===== config.mk =====
export PLATFORM = sky130hd
export DESIGN_NAME = uart_tx_sched
export DESIGN_NICKNAME = d
export VERILOG_FILES = /design/src/rtl/uart_tx_sched.sv
export SDC_FILE = /design/constraint.sdc
export NUM_CORES = 1
export LEC_CHECK = 0
export ABC_CLOCK_PERIOD_IN_PS = 3100
export BUFFER_PORTS_ARGS = -buffer_cell sky130_fd_sc_hd__buf_2
export CORE_ASPECT_RATIO = 1.1
export CORE_MARGIN = 8
export CORE_UTILIZATION = 30
export CTS_CLUSTER_SIZE = 25
export DETAILED_ROUTE_END_ITERATION = 7
export GPL_ROUTABILITY_DRIVEN = 0
export MAX_ROUTING_LAYER = met4
export PLACE_DENSITY = 0.51
export SYNTH_ARGS = -nofsm -noshare
export SYNTH_HDL_FRONTEND = slang
export SYNTH_SLANG_ARGS = --single-unit

===== constraint.sdc =====
create_clock -name sysclk -period 3.1 [get_ports sysclk]
set_input_delay 0.62 -clock sysclk [delete_from_list [all_inputs] [get_ports sysclk]]
set_output_delay 0.62 -clock sysclk [all_outputs]
set_load 0.02 [all_outputs]

===== src/rtl/uart_tx_sched.sv =====
// rtl/uart_tx_sched.sv - two-requester round-robin 8N1 transmit scheduler
// Shares one external baud generator and the tx line; every output is registered.
module uart_tx_sched #(
  parameter int TICKS_PER_FRAME = 9,
  parameter int TIMEOUT_CYCLES  = 20000
) (
  input  logic       sysclk,
  input  logic       reset,
  input  logic       req_a_valid,
  input  logic [7:0] req_a_data,
  output logic       req_a_ready,
  input  logic       req_b_valid,
  input  logic [7:0] req_b_data,
  output logic       req_b_ready,
  output logic       baud_trigger,
  output logic       baud_enable,
  input  logic       baud_status,
  input  logic       baud_tick,
  output logic       tx,
  output logic       busy,
  output logic       err_timeout
);

  typedef enum logic [2:0] {IDLE, LAUNCH, WAIT_BUSY, SHIFT, DRAIN} state_t;

  localparam logic [14:0] TIMER_LIMIT = 15'(TIMEOUT_CYCLES - 1);
  localparam logic [3:0]  LAST_TICK   = 4'(TICKS_PER_FRAME - 1);

  state_t      state_q, state_d;
  logic [7:0]  shift_q, shift_d;
  logic [3:0]  bit_cnt_q, bit_cnt_d;
  logic [14:0] timer_q, timer_d;
  logic        last_grant_q, last_grant_d;  // 1: B was served last
  logic        tx_q, tx_d;
  logic        busy_q, busy_d;
  logic        ready_a_q, ready_a_d;
  logic        ready_b_q, ready_b_d;
  logic        trigger_q, trigger_d;
  logic        enable_q, enable_d;
  logic        err_q, err_d;
  logic        grant_a;
  logic        abort;

  always_ff @(posedge sysclk) begin
    if (reset) begin
      state_q      <= IDLE;
      shift_q      <= 8'h00;
      bit_cnt_q    <= 4'd0;
      timer_q      <= 15'd0;
      last_grant_q <= 1'b1;
      tx_q         <= 1'b1;
      busy_q       <= 1'b0;
      ready_a_q    <= 1'b0;
      ready_b_q    <= 1'b0;
      trigger_q    <= 1'b0;
      enable_q     <= 1'b0;
      err_q        <= 1'b0;
    end else begin
      state_q      <= state_d;
      shift_q      <= shift_d;
      bit_cnt_q    <= bit_cnt_d;
      timer_q      <= timer_d;
      last_grant_q <= last_grant_d;
      tx_q         <= tx_d;
      busy_q       <= busy_d;
      ready_a_q    <= ready_a_d;
      ready_b_q    <= ready_b_d;
      trigger_q    <= trigger_d;
      enable_q     <= enable_d;
      err_q        <= err_d;
    end
  end

  always_comb begin
    state_d      = state_q;
    shift_d      = shift_q;
    bit_cnt_d    = bit_cnt_q;
    timer_d      = timer_q;
    last_grant_d = last_grant_q;
    tx_d         = tx_q;
    busy_d       = busy_q;
    ready_a_d    = 1'b0;
    ready_b_d    = 1'b0;
    trigger_d    = 1'b0;
    enable_d     = 1'b0;
    err_d        = 1'b0;
    grant_a      = 1'b0;
    abort        = 1'b0;

    case (state_q)
      IDLE: begin
        tx_d = 1'b1;
        // The generator may still be running after a reset; wait for it to go idle.
        if ((req_a_valid || req_b_valid) && !baud_status) begin
          grant_a      = req_a_valid && (!req_b_valid || last_grant_q);
          ready_a_d    = grant_a;
          ready_b_d    = !grant_a;
          shift_d      = grant_a ? req_a_data : req_b_data;
          last_grant_d = !grant_a;
          busy_d       = 1'b1;
          state_d      = LAUNCH;
        end
      end
      LAUNCH: begin
        trigger_d = 1'b1;
        enable_d  = 1'b1;
        tx_d      = 1'b0;
        bit_cnt_d = 4'd0;
        timer_d   = 15'd0;
        state_d   = WAIT_BUSY;
      end
      WAIT_BUSY: begin
        tx_d = 1'b0;
        if (baud_status) begin
          timer_d = 15'd0;
          state_d = SHIFT;
        end else if (timer_q == TIMER_LIMIT) begin
          abort = 1'b1;
        end else begin
          timer_d = timer_q + 15'd1;
        end
      end
      SHIFT: begin
        // A tick on the limit cycle still counts as progress.
        if (baud_tick) begin
          tx_d      = (bit_cnt_q < 4'd8) ? shift_q[bit_cnt_q[2:0]] : 1'b1;
          bit_cnt_d = bit_cnt_q + 4'd1;
          timer_d   = 15'd0;
          if (bit_cnt_q == LAST_TICK) begin
            state_d = DRAIN;
          end
        end else if (timer_q == TIMER_LIMIT) begin
          abort = 1'b1;
        end else begin
          timer_d = timer_q + 15'd1;
        end
      end
      DRAIN: begin
        tx_d = 1'b1;
        if (!baud_status) begin
          busy_d  = 1'b0;
          timer_d = 15'd0;
          state_d = IDLE;
        end else if (timer_q == TIMER_LIMIT) begin
          abort = 1'b1;
        end else begin
          timer_d = timer_q + 15'd1;
        end
      end
      default: begin
        state_d = IDLE;
      end
    endcase

    if (abort) begin
      tx_d    = 1'b1;
      err_d   = 1'b1;
      busy_d  = 1'b0;
      timer_d = 15'd0;
      state_d = IDLE;
    end
  end

  assign req_a_ready  = ready_a_q;
  assign req_b_ready  = ready_b_q;
  assign baud_trigger = trigger_q;
  assign baud_enable  = enable_q;
  assign tx           = tx_q;
  assign busy         = busy_q;
  assign err_timeout  = err_q;

endmodule


==> flow_summary.yaml <==
sta:
  setup_viol: 0
  finalCritPeriodShare_pct: 68.1
  slew_headroom_pct: 62.7
  period_needed_ps: 2110
  skew_ps: 5.43
  hold_viol: 0
  maxSlewViolCount: 0
  fin_hold_ws_ps: 498
  worstMarginPinSlew_ps: 558
  tns_ps: 0
  rsz0062_at_grt: "false"
  max_freq_mhz: 474
clock_network:
  cts_tree: "yes"
  ctsResizeCount: 0
  numCtsBuffers: 5
  clk_latency_ps: 290
  htreeDepth: 2
  path_clk_slew_ps: 70
  postCtsHoldBufs: 0
  cts_setup_buffers: 0
  cts_sinks: 37
  cts_buffer_depth: 2
  root_buffer: "clkbuf_8"
synthesis:
  dominantRegCellSynth: "dfxtp_1"
  syn_avg_cell_area_um2: 8.97
  synth_top_area_cell: "dfxtp_1"
  synth_edf_count: 0
  synth_cell_types: 54
  synth.area.top_cells: "dfxtp_1 (38%), mux2i_1 (4.6%), a21oi_2 (4.0%)"
  seq_area_frac_synth_pct: 37.7
  synth_top_area_share_pct: 37.7
  netlist_area_um2: 1960
  ys_ff_latch: 37
  syn-num-nets: 244
  syn_inst: 219
  yosysWarnings: 0
  async_flop_share_pct: 0
finish:
  post-route-cell-area_um2: 2260
  fin_util_pct: 34.9
  multi_input_area_um2: 1130
  nets: 266
  final-seq-area_um2: 741
  nFillCells: 697
  diodes: 0
  drive_gt1_share_pct: 22.7
  syn_to_final_growth_pct: 15.2
setup_path:
  cp-end-kind: "flop"
  arrival_ps: 2270
  cp-start-kind: "flop"
  crit_fanout: 11
  worst-setup-path-type: "reg2reg"
  critPathRequiredTime_ps: 3260
detailed_routing:
  drc: 0
  vias_per_cell: 5.13
  drt_iter0_drc: 62
  first_pass_iters: 4
  wl_per_cell_um: 13.9
  num_vias: 1661
  totalWireLength_mm: 4.49
  ant_nets: 0
die:
  initial_core_util_pct: 30.3
  dieArea_um2: 9400
  core_um2: 6480
  rows: 31
  die-width_um: 93.2
  ioPinCount: 29
  die_y_um: 101
global_routing:
  track_usage_pct: 10.7
  grt_max_degree: 22
  grt_pass1_wl_mm: 7.89
  antenna_found_initial: 0
  grt_overflow_total: 0
  grt_pass1_vias: 1691
placement:
  dp_hpwl_mm: 3.31
  placed_area_um2: 2140
  portBuffers: 28
run_status:
  status: "finished, final reports clean"
flow_run:
  max-cap-violations: 0
pwr:
  p_leak_nw: 0.790
  power_density_nw_per_um2: 514
  p_total_w: 0.00116
  peakVddDrop_mv: 0.208
hold_path:
  min_path_type: "reg2reg"
==> cells in the mapped netlist, drive strengths merged, types with 6 or more instances <==
library cell,count
or3,8
buf,9
dfxtp,37
o21ai,14
a211oi,8
a21oi,16
nand4,6
clkbuf,6
mux2i,9
nor3,6
nor2,17
nand3,6
nand2,14
==> kinds of logic (layout without fill, tap and decap cells) <==
group,count (synthesis),count (layout),synth area share (%)
adders and majority gates,3,3,1.91
DFF,37,37,37.7
muxes,12,12,7.45
buffers and inverters,20,43,4.97
AOI/OAI and AO/OA,57,57,21.0
and+or+nand+nor,87,87,25.7
xor gates and xnor gates,3,3,1.34
==> flip-flops by register name (all words and copies together) (netlist names) <==
register	cells
baud_enable	1
bit_cnt_q	4
busy	1
err_timeout	1
last_grant_q	1
req_a_ready	1
req_b_ready	1
shift_q	8
state_q	3
timer_q	15
tx	1
==> cell type report <==
type	instances	share of cell area, %
Inverter	5	0.829
Timing Repair Buffer	30	6.85
Tap cell	82	4.53
Sequential cell	37	32.7
Clock inverter	2	1.66
Clock buffer	6	3.65
Multi-Input combinational cell	162	49.8
==> through the flow <==
stage                     setup WS, ps  std cells
after floorplan                   1280        219
after global placement             897        316
after detailed placement           882        316
after CTS                          973        324
after global routing               774        324
final                              989        324
==> power breakdown <==
group / internal (W) / switching, W
clock network: 0.000262 / 0.000174
logic: 0.0000801 / 0.000115
registers: 0.000505 / 0.0000285
total: 0.000847 / 0.000317
==> worst paths after layout <==
check | startpoint | endpoint | slack (ps) | cells past startpoint
worst min-delay path | shift_q[2] | shift_q[2] | 500 | 2
worst min register to register | shift_q[2] | shift_q[2] | 500 | 2
worst max-delay path | timer_q[0] | timer_q[8] | 990 | 5
worst max register to register | timer_q[0] | timer_q[8] | 990 | 5
==> cell usage in the layout, fill, tap and decap left out, types with 3 or more instances in the layout <==
cell type	count
dfxtp_1	37
nor2_1	16
nor3_1	6
nand4_1	6
a21oi_1	7
nand2_1	14
o31ai_1	3
nand3_1	6
a211oi_1	8
inv_1	5
or3_1	8
nor2b_1	4
clkbuf_8	6
a21oi_2	9
ha_1	3
o21ai_0	12
mux2i_1	9
and4_1	3
buf_2	28
or4_1	3
==> routing by layer <==
layer | track usage, % | wire, µm
met5 | - | 0
met1 | 12.2 | 2130
met2 | 17.7 | 2130
met4 | 4.09 | 65
met3 | 2.46 | 171
==> worst max-delay path: stages, from the launching register on <==
cell      delay (ps)
dfxtp_1          410
ha_1             250
and4_4           270
and4b_1          390
a2111o_1         570
nor2_1           100
Power figures use the tool's default switching activity.
